`src/rtl/rdy_throttle.sv`:
```
// Generates a registered otready from an 8-bit duty pattern that rotates
// right by one position every cycle, independent of otvalid.
module rdy_throttle #(
    parameter logic [7:0] RDY_PATTERN = 8'hFF
) (
    input  logic oclk,
    input  logic rst,
    output logic otready
);

    logic [7:0] pat_q;

    // Rotate the pattern each cycle; otready is the bit shifted out of position 0.
    always_ff @(posedge oclk) begin
        if (rst) begin
            pat_q   <= RDY_PATTERN;
            otready <= 1'b0;
        end else begin
            pat_q   <= {pat_q[0], pat_q[7:1]};
            otready <= pat_q[0];
        end
    end

endmodule

```
`config.mk`:
```
export PLATFORM = sky130hd
export DESIGN_NAME = rdy_throttle
export DESIGN_NICKNAME = d
export VERILOG_FILES = /design/src/rtl/rdy_throttle.sv
export SDC_FILE = /design/constraint.sdc
export NUM_CORES = 1
export LEC_CHECK = 0
export CORE_AREA = 3 3 40 42
export CTS_CLUSTER_DIAMETER = 100
export CTS_CLUSTER_SIZE = 40
export DETAILED_ROUTE_END_ITERATION = 16
export DIE_AREA = 0 0 43 45
export REMOVE_ABC_BUFFERS = 1
export SYNTH_ARGS = -nofsm -noshare
export SYNTH_HDL_FRONTEND = slang
export SYNTH_SLANG_ARGS = --single-unit
```
`constraint.sdc`:
```
create_clock -name oclk -period 0.8 [get_ports oclk]
set_input_delay 0.16 -clock oclk [delete_from_list [all_inputs] [get_ports oclk]]
set_output_delay 0.16 -clock oclk [all_outputs]
set_load 0.005 [all_outputs]
```
### Word-level counts from Yosys, hierarchy flattened

Cells that the tools add are included.
Widths: inputs -> output; s select.

| storage, ports and cells | value |
|---|---|
| logic and storage cells | 2 |
| bits in registers | 9 |
| output and inout bits | 1 |
| bits of input ports | 2 |

### Longest topological paths before layout

Gate-level depths: netlist (run 1).

| depth | value |
|---|---|
| depth in word-level cells | 0 |
| mapped depth | 1 |
| mapped depth without buffers | 1 |

### Least setup slack after synthesis (run 1)

OpenSTA, ideal clock, no wires.

| timing | value |
|---|---|
| kind | register to register |
| from | register pat_q[7] |
| to | register pat_q[6] |
| data required time | 0.680 ns |
| arrival time | 0.470 ns |
| path buffers | 0 |
| clock period less this slack | 0.590 ns |
| cell stages (with the launch flop) | 2 |
| slack | 0.210 ns |
| library setup time | 0.120 ns |
| cell sequence | dfxtp_1 > or2_1 |

RTL lines:

| element | RTL line | RTL |
|---|---|---|
| from (decl) | 11 | `logic [7:0] pat_q;` |
| from (signal assigned) | 19 | `pat_q <= {pat_q[0], pat_q[7:1]};` |

No word-level cell between the ends.

### Final worst setup path (run 1)

| timing | value |
|---|---|
| from | register otready |
| to | output otready |

RTL lines:

| element | RTL line | RTL |
|---|---|---|
| from (decl) | 8 | `output logic otready` |
| from (signal assigned) | 20 | `otready <= pat_q[0];` |

No word-level cell between the ends.

==> results of run 1 <==
[power groups by stage]
stage	registers (mW)	logic [mW]	clock network, mW
3_5_place_dp	0.461	0.0156	0
3_3_place_gp	0.461	0.0152	0
6_report	0.451	0.0111	0.342
2_1_floorplan	0.462	0.00116	0
5_1_grt	0.451	0.0126	0.407
4_1_cts	0.451	0.0113	0.357
[Yosys cell counts]
cell / instances
dfxtp_1: 9
nor2b_1: 1
or2_1: 8
[what timing repair did]
action	CTS	global route
hold endpoints to repair	0	0
setup endpoints to repair	3	1
resized for setup	5	0
gates cloned	0	0
hold buffers	0	0
[flip-flops by register name, indices dropped and copies added (netlist names)]
register	count
otready	1
pat_q	8
[cells in the final DEF (no fill, tap or decap)]
| cell | instances |
|---|---|
| dfxtp_1 | 9 |
| or2_1 | 8 |
| clkbuf_4 | 3 |
| nor2b_1 | 1 |
| clkbuf_1 | 1 |
| dlygate4sd2_1 | 1 |
| buf_2 | 1 |
[final cells by class]
| type | count | area (um2) |
|---|---|---|
| clock buffer | 4 | 26.3 |
| fill | 133 | 990 |
| timing repair buffer | 2 | 13.8 |
| tap | 15 | 18.8 |
| multi-input combinational | 9 | 56.3 |
| sequential | 9 | 180 |
[kinds of logic after synthesis]
| family | after synthesis |
|---|---|
| DFF | 9 |
| and+or+nand+nor | 9 |
[worst paths after layout]
check                        endpoint  cells past startpoint  slack, ps
hold reg to reg   pat_q[5]$_SDFF_PP1_                      1        390
setup / recovery              otready                      1        -30
hold / removal     otready$_SDFF_PP0_                      2        330
setup reg to reg  pat_q[1]$_SDFF_PP1_                      1        190
[metal layers]
layer,share of wire (%),global-route usage (%),up-vias
met5,0,0,-
met4,3.0,5.42,0
met3,19,7.57,2
met2,26,4.19,6
met1,52,4.60,47
li1,-,-,66
[per-stage QoR]
| step | power [mW] | TNS (ps) | cells | worst slack, ps | instance area, um2 |
|---|---|---|---|---|---|
| after floorplan | 0.463 | 0 | 18 | 210 | 236 |
| after global placement | 0.477 | -2150 | 35 | -249 | 275 |
| after detailed placement | 0.477 | -2350 | 35 | -272 | 275 |
| after CTS | 0.819 | -35.7 | 39 | -35.7 | 295 |
| after global routing | 0.870 | -62.2 | 39 | -62.2 | 295 |
| final | 0.804 | -27.5 | 39 | -27.5 | 295 |
==> out/qor.yml, run 1 <==
synth_area_um2: 236
clock_tree.buffer_depth: 2
ys_warn_count: 0
end_kind: "primary output"
port_buffers: 2
finalClockSkew_ps: 7.81
nNetsFinal: 27
violations: "setup timing"
ys_seq_elements: 9
fin_crit_ps: 828
viasPerCell: 3.10
worst_setup_path_start_kind: "register"
clk_latency_ps: 260
cp_slowest_cell: "dfxtp_1"
grt_max_degree: 10
internal-power_mw: 0.648
floorplan.initialDensity_pct: 18.4
cp-startpoint: "otready$_SDFF_PP0_"
cts_setup_buffers: 0
rsz0062_at_grt: "yes"
place.detailed.hpwl_um: 179
synthAdderAreaFrac_pct: 0
drive_gt1_share_pct: 16.7
yosysSeqAreaShare_pct: 76.2
drc: 0
ios: 3
finalHoldViolCount: 0
wl_per_cell_um: 7.64
htreeDepth: 1
ir_drop_mv: 1.00
p_leak_nw: 0.105
grtUsageTotal_pct: 5.09
hp-class: "in -> reg"
dr.pass1.iters: 2
wl_um: 298
fmax_ghz: 1.21
cts_tree: "done"
synth_cell_types: 3
path_max_fanout: 1
numCtsBuffers: 3
critPathTopFamily: "flip-flops"
die-area_um2: 1940
synth_xor_area_share_pct: 0
combPwrFrac_pct: 1.4
ys_top_cells_by_area: "dfxtp_1 76%, or2_1 21%, nor2b_1 2.6%"
synthToLayoutAreaGrowth_pct: 24.9
slew_headroom_pct: 85.4
synth_top_family_by_area: "simple AND/OR/NAND/NOR gates"
crit_required_ps: 640
core_um2: 1280
place_congestion: 0.555
pwr-share-clk_pct: 42.5
swShare_pct: 19.5
crit_type: "reg -> out"
final_core_util_pct: 23.0
cts_root_buf: "clkbuf_4"
syn_avg_cell_area_um2: 13.1
outcome: "complete, but fails checks"
grt_overflow_total: 0
seqPwrFrac_pct: 56.1
grt_pass1_vias: 131
vias: 121
critical_path.max_stage_delay_ps: 290
yosysTopAreaCellShare_pct: 76.2
path_buf_inv: 1
drv_cap: 0
die_height_um: 45
clock-sinks: 9
path_clk_slew_ps: 60
synthMuxAreaShare_pct: 0
min_period_over_period_pct: 103
setup_slack_ps: -27.5
holdCritStartpoint: "rst"
die_w_um: 43
antenna_left: 0
antenna_cells: 0
switchingPower_mw: 0.157
crit_chain: "buf_2"
synth_compound_area_share_pct: 0
num_rows: 13
pwr_density_cell_nw_per_um2: 2720
antenna_found_initial: 0
synth_top_cell_by_area: "dfxtp_1"
grt_pass1_wl_um: 565
critPathArrivalTime_ps: 670
netlist_instances: 18
setup_viol: 1
whs_ps: 328
worst_slew_pin_slew_ps: 219
drtIter0Drc: 1
r2r_start: "pat_q[2]$_SDFF_PP1_"
drv_slew: 0
synthSimpleGateAreaFrac_pct: 23.8
Power figures use the tool's default switching activity.
==> run 2, diff against run 1 <==
--- a/config.mk
+++ b/config.mk
@@ -5,6 +5,7 @@
 export SDC_FILE = /design/constraint.sdc
 export NUM_CORES = 1
 export LEC_CHECK = 0
+export ABC_CLOCK_PERIOD_IN_PS = 800
 export CORE_AREA = 3 3 40 42
 export CTS_CLUSTER_DIAMETER = 100
 export CTS_CLUSTER_SIZE = 40
==> results of run 2 <==
No change in the layout: final DEF, timing and power equal those of run 1.
==> RTL change (settings of run 2) <==
Make the reset (`rst`) asynchronous in one clocked block.
--- a/src/rtl/rdy_throttle.sv
+++ b/src/rtl/rdy_throttle.sv
@@ -11,7 +11,7 @@
     logic [7:0] pat_q;
 
     // Rotate the pattern each cycle; otready is the bit shifted out of position 0.
-    always_ff @(posedge oclk) begin
+    always_ff @(posedge oclk or posedge rst) begin
         if (rst) begin
             pat_q   <= RDY_PATTERN;
             otready <= 1'b0;
Formal check against the unedited RTL: differs if rst is asserted again (counterexample within 4 cycles, from zero or initial values and one cycle with rst high); with rst held inactive, the same outputs for 10 cycles.
==> RTL change against run 2 <==
Wire length increased by 7.4%. Sequential power is 1% higher. Area after synthesis increased by 1.1%. Sequential cell count stayed put. Cell area grew 1.3%. Worst setup slack worse by 0.054 ns. Highest routed layer is now met3. Worst hold slack got worse by 0.17 ns. Count of clock-buffer cells in the layout unchanged. Largest power group unchanged. Sequential share of layout area up 18 points. Critical path depth unchanged. Total power down 0.12%. The run still ends with negative setup slack left.
==> RTL change: results (changes against run 2) <==
status: "finished, violations left"
violations: "negative setup slack"
gp_congestion: 0.580  # +4.5%
max_stage_delay_ns: 0.35  # +0.06 ns
nFillCells: 135  # +1.5%
ir_drop_mv: 0.887  # -12%
tightest_slew_ns: 0.313  # +0.0940 ns
drive_gt1_frac: 0.750  # +0.583
r2r_end: "otready"
grt_pass1_vias: 104  # -21%
grt_use_total: 0.0456  # -0.00531
drt-total-wl_um: 320  # +7.4%
preCtsSetupSlack_ns: -0.151  # +0.121 ns
syn_inst: 10  # -8
grt_pass1_wl_um: 510  # -9.7%
placed_area_um2: 278  # +0.91%
instances_no_fill: 31  # -21%
ys.flop_type: "dfstp_2"
drt-met1-wl_um: 178  # +16%
p_leak_nw: 0.126  # +20%
use_met3: 0.0518  # -0.0239
setup_violations: 1  # unchanged
synth-seq-area-share: 0.984  # +0.222
fin_tns_setup_ns: -0.0815  # -0.0540 ns
crit_start: "otready"
hp-class: "in -> async"
skew_ns: 0.00216  # -0.00565 ns
r2r_start: "pat_q[0]"
setup_ws_ns: -0.0815  # -0.0540 ns
cp_slowest_cell: "dfrtp_1"
## RTL change: logic make-up after synthesis
| family | after synthesis | synth area share |
|---|---|---|
| flops | 9 | 0.984 |
| buf+inv | 1 | 0.0157 |
## RTL change: worst min-delay path by stage
stage | from | endpoint | slack [ns] | cells after the start
detailed placement | pat_q[7] | pat_q[6] | 0.35 | 0
global route | rst | otready | 0.20 | 2
global placement | pat_q[3] | pat_q[2] | 0.35 | 0
finish | rst | otready | 0.16 | 2
floorplan | rst | otready | -0.02 | 1
CTS | rst | otready | 0.16 | 2
## RTL change: power by group
part	switching [mW]	internal (mW)	leakage [nW]
Combinational	0.00834	0.00458	0.0148
Clock	0.142	0.191	0.0150
Sequential	0	0.457	0.0964
## RTL change: final cells by class
type / count / area share
Sequential cell: 9 / 0.787
Clock buffer: 4 / 0.0879
Tap cell: 15 / 0.0628
Timing Repair Buffer: 2 / 0.0502
Inverter: 1 / 0.0126
